### config.mk
export PLATFORM = sky130hd
export DESIGN_NAME = seq_state_reg_p2
export DESIGN_NICKNAME = d
export VERILOG_FILES = /design/src/rtl/seq_state_reg_p2.sv
export SDC_FILE = /design/constraint.sdc
export NUM_CORES = 1
export LEC_CHECK = 0
export BUFFER_PORTS_ARGS = -buffer_cell sky130_fd_sc_hd__buf_4
export CAP_MARGIN = 25
export CORE_AREA = 4 4 41 43
export CTS_CLUSTER_SIZE = 20
export DETAILED_ROUTE_END_ITERATION = 12
export DIE_AREA = 0 0 45 47
export PLACE_DENSITY = 0.48
export SETUP_SLACK_MARGIN = 0.1
export SLEW_MARGIN = 0
export SYNTH_ARGS = -nofsm -noshare
export SYNTH_HDL_FRONTEND = slang
export SYNTH_SLANG_ARGS = --single-unit
### constraint.sdc
create_clock -name clk -period 3.15 [get_ports clk]
set_input_delay 0.315 -clock clk [delete_from_list [all_inputs] [get_ports clk]]
set_output_delay 0.315 -clock clk [all_outputs]
set_load 0.03 [all_outputs]
### src/rtl/seq_state_reg_p2.sv
// Detector for the serial pattern 1101 with a post-detect hold window.
// The hold length comes from an external down-stream cleared up-counter.
module seq_state_reg_p2 #(
  parameter int HOLD_CYCLES = 8
) (
  input  logic       clk,
  input  logic       rst,
  input  logic       w,
  input  logic       counter_rst,
  output logic [2:0] state,
  output logic [3:0] count,
  output logic       detect
);

  // state | meaning
  // S0    | idle, nothing matched
  // S1    | seen "1"
  // S2    | seen "11" (further 1s keep us here)
  // S3    | seen "110"
  // S4    | hold after "1101"; leaves on timeout
  // other | illegal, recovers to S0
  typedef enum logic [2:0] {
    S0 = 3'b000,
    S1 = 3'b001,
    S2 = 3'b010,
    S3 = 3'b011,
    S4 = 3'b100
  } state_e;

  localparam logic [3:0] HOLD_LAST = 4'(HOLD_CYCLES - 1);

  logic [2:0] state_q, state_d;
  logic [3:0] count_q, count_d;
  logic       detect_q, detect_d;
  logic       timeout;

  assign timeout = (state_q == S4) && (count_q == HOLD_LAST);

  always_ff @(posedge clk or posedge rst) begin
    if (rst) begin
      state_q  <= S0;
      count_q  <= 4'd0;
      detect_q <= 1'b0;
    end else begin
      state_q  <= state_d;
      count_q  <= count_d;
      detect_q <= detect_d;
    end
  end

  always_comb begin
    state_d  = S0;
    detect_d = 1'b0;
    case (state_q)
      S0: state_d = w ? S1 : S0;
      S1: state_d = w ? S2 : S0;
      S2: state_d = w ? S2 : S3;
      S3: begin
        if (w) begin
          state_d  = S4;
          detect_d = 1'b1;
        end else begin
          state_d = S0;
        end
      end
      S4:      state_d = timeout ? S0 : S4;
      default: state_d = S0;
    endcase
  end

  // Clear wins over increment; saturate rather than wrap.
  always_comb begin
    count_d = count_q;
    if (counter_rst)
      count_d = 4'd0;
    else if (count_q != 4'hF)
      count_d = count_q + 4'd1;
  end

  assign state  = state_q;
  assign count  = count_q;
  assign detect = detect_q;

endmodule

---- Word level (Yosys, flattened, before mapping) ----
Cells that the tools add are included.
cells by class
  $add $sub $neg .......................... 1
  equality and inequality tests ........... 6
  muxes and demuxes ....................... 10
  reductions and logical operators ........ 3
operator list
  operator                                                          count
  3-bit case mux with 5 select lines                                1
  4-bit two-way mux                                                 2
  3-bit by 2-bit == test with 1-bit output (second input constant)  2
  3-bit two-way mux                                                 2
  4-bit by 1-bit adder with 4-bit output (second input constant)    1
  4-bit by 3-bit == test with 1-bit output (second input constant)  1
  1-bit two-way mux                                                 4
  4-bit != test (second input constant)                             1
  3-bit by 1-bit == test with 1-bit output (second input constant)  1
  3-bit == test (second input constant)                             1
  3-bit zero test                                                   1
  2-bit two-way mux                                                 1
  2-bit nonzero test                                                1
  1-bit logical AND                                                 1
word-level totals
  register bits ........................... 8
  input bits .............................. 4
  output and inout port bits .............. 8
  logic and storage cells ................. 23

---- Depth between registers and ports, before layout ----
  word-level depth ........................ 4
  gate-level depth with buffers ........... 3
  depth with buffers taken out ............ 3

---- Least setup slack after synthesis ----
OpenSTA, ideal clock, no wires.
  path type ............................... reg2reg
  from .................................... reg count_q[0] (netlist: count[0])
  to ...................................... reg state_q[2] (netlist: state[2])
  setup time .............................. 0.120 ns
  arrival time ............................ 1.160 ns
  data required time ...................... 3.030 ns
  slack ................................... 1.870 ns
  cell stages (with the launch flop) ...... 4
  path buffers ............................ 0
  clock period less this slack ............ 1.280 ns
  cells stage by stage .................... dfrtp_1 > ha_1 > nand3b_1 > a31o_1
between the ends
  longest elaborated chain between the ends .. 4
ends and longest elaborated chain
  what                                      RTL line  RTL
  start: declaration                        33        logic [3:0] count_q, count_d;
  start signal: assignment                  46        count_q <= count_d;
  4-bit by 3-bit == test with 1-bit output  37        assign timeout = (state_q == S4) && (count_q == HOLD_LAST);
  1-bit logical AND                         37
  3-bit two-way mux                         66        S4: state_d = timeout ? S0 : S4;
  3-bit case mux with 5 select lines        54        case (state_q)
  net state_d[2]                            32        logic [2:0] state_q, state_d;
  end signal: assignment                    45        state_q <= state_d;
  end: declaration                          32
The timed path passes the listed nets, and every way through them passes these cells.
A chain may end at the register's enable or synchronous reset.

---- Worst setup path in the final report ----
  from .................................... reg count_q[2] (netlist: count[2])
  to ...................................... out count[2]
RTL lines
  what              RTL line  RTL
  end: declaration  11        output logic [3:0] count,
No word-level cell between the ends.

==> results.cfg <==
[run_status]
outcome = complete, no violations

[timing]
fin_ws_ns = 1.92
hold_viol = 0
skew_ns = 0.00159
fin_crit_ns = 1.23
worst_slew_pin_slew_ns = 0.291
maxSlewViolCount = 0
timing.final.crit_share_pct = 39.2
rsz0062_at_grt = no
finalSetupViolCount = 0
relSlewSlack_pct = 80.6
setup-tns-final_ns = 0
fmax_mhz = 810

[worst_setup_path]
critPathMaxStageDelay_ns = 0.46
slowest_stage = dfrtp_1
crit_arrival_ns = 0.92
endpoint_kind = output pin
cp_num_buf_inv = 1
path_max_fanout = 8
r2r_end = count[0]$_DFFE_PP0P_
r2r_slack_ns = 1.99
regToRegStartpoint = count[0]$_DFFE_PP0P_
start_kind = register
worstSetupPathType = reg2out
cpLargestDelayFamily = flip-flops
crit_chain = buf_4
required_ns = 2.83
r2r.worst_path.cells = 3

[place]
globalplace.congestion = 0.784
placed_cells = 58
dpl_worst_slack_ns = 2.01
port_buffers = 11

[cells_and_area]
drive_above_1_share_pct = 37.0
synthToLayoutAreaGrowth_pct = 33.0
fillerInstances = 139
fin_cells = 61
final_nets = 53
num_antenna_cells = 0

[floorplanning]
dieHeight_um = 47
num_rows = 13
die_area_sq_um = 2120
ioPinCount = 12
die_x_um = 45
start_util_pct = 28.8
core_sq_um = 1300

[clocking]
htreeDepth = 1
cts_resized = 0
cts_made_buffers = 3
cts.path.max_buffers = 2
clkTransAtPathRegs_ns = 0.05
clock-sinks = 8
post_cts_buffers = 0
postCtsHoldBufs = 0
clock-root-buffer = clkbuf_4
clkLatencyLatePin_ns = 0.25
cts_tree = yes

[drt]
via_per_inst = 4.89
dr.pass1.iters = 4
postRouteAntennaNets = 0
totalWireLength_um = 706
drt_iter0_drc = 4
wl_per_cell_um = 11.6
drc = 0
vias = 298

[global_routing]
grt_overflow = 0
grtUsageTotal_pct = 8.85
grt_max_degree = 9
grt_pass1_wl_um = 1230
first_global_vias = 295
antenna_found_initial = 0

[synth]
netlist_top_cells_area = dfrtp_1 53%, nand2b_1 5.0%, nand3b_1 4.0%
syn_inst = 32
synth_seq_area_share_pct = 53.3
synth.most_common_cell = dfrtp_1
yosysWarnings = 0
syn_nets = 37
yosysTopAreaCell = dfrtp_1
yosys-top-cells-count = 8 x dfrtp_1, 3 x nand2b_1, 2 x a21oi_1, 2 x inv_1, 2 x nand3b_1
post_synth_num_cell_types = 20
ys.flop_type = dfrtp_1
syn_avg_cell_area_sq_um = 11.7
ys_ff_latch = 8
ys_async_sr_fraction_pct = 100
synth_edf_count = 0
synth_area_sq_um = 375
synth_top_area_share_pct = 53.3

[run]
drv_cap = 0

[power]
max-vdd-ir-drop_v = 0.000206
leakagePower_nw = 0.254
power_density_nw_per_um2 = 680

[hold_path]
hp-class = in2async
routing by layer:
metal	GRT usage (%)	vias up	wire, um
li1	-	147	-
met1	9.35	136	300
met2	13.0	12	316
met3	2.68	3	59
met4	10.5	0	30
met5	0	-	0
worst max-delay path by stage:
stage	startpoint	endpoint	slack, ns	depth (start not counted)
global placement	count[0]$_DFFE_PP0P_	count[0]$_DFFE_PP0P_	1.99	3
global route	count[2]$_DFFE_PP0P_	count[2]	1.84	1
detailed placement	count[0]$_DFFE_PP0P_	count[0]$_DFFE_PP0P_	2.01	3
finish	count[2]$_DFFE_PP0P_	count[2]	1.92	1
CTS	count[2]$_DFFE_PP0P_	count[2]	1.89	1
floorplan	count[0]$_DFFE_PP0P_	state[2]$_DFF_PP0_	1.87	3
final cells by class:
cell class	count	area, sq um	share of cell area [%]
Clock buffer	3	22.5	4.51
Inverter	2	7.51	1.50
Multi-Input combinational cell	22	168	33.6
Sequential cell	8	200	40.1
Tap cell	15	18.8	3.76
Timing Repair Buffer	11	82.6	16.5
kinds of logic (layout without fill, tap and decap cells):
group / count (synthesis) / count (layout) / share of synthesized area [%]
muxes: 1 / 1 / 2.67
and+or+nand+nor: 12 / 12 / 21.3
buffers and inverters: 2 / 16 / 2.00
DFF: 8 / 8 / 53.3
AOI/OAI and AO/OA: 7 / 7 / 15.0
xor gates and xnor gates: 1 / 1 / 2.33
adders and majority gates: 1 / 1 / 3.33
metrics by stage:
step | area (sq um) | hold WS, ns | total power, mW | util [%]
after detailed placement | 477 | 0.284 | 0.267 | 36.6
after CTS | 499 | 0.00936 | 0.347 | 38.4
after global placement | 477 | 0.282 | 0.264 | 36.6
after global routing | 499 | 0.0328 | 0.363 | 38.4
after floorplan | 375 | 0.131 | 0.221 | -
final | 499 | 0.00247 | 0.340 | 38.4
report_power, final:
part | switching [mW] | internal, mW | total [mW] | leakage, nW
sequential | 0.0260 | 0.123 | 0.149 | 0.106
combinational | 0.0642 | 0.0504 | 0.115 | 0.134
clock | 0.0330 | 0.0435 | 0.0765 | 0.0138
total | 0.123 | 0.216 | 0.340 | 0.254
registers in the layout (all words and copies together), names as in the netlist:
name,cells
count,4
detect,1
state,3
cells in the final DEF, fill, tap and decap left out, types with 2 or more instances in the layout:
cell      instances
nand3b_1          2
inv_1             2
dfrtp_1           8
nand2b_1          3
buf_4            11
clkbuf_4          3
a21oi_1           2
No activity file was read; power rests on OpenSTA's default activity.
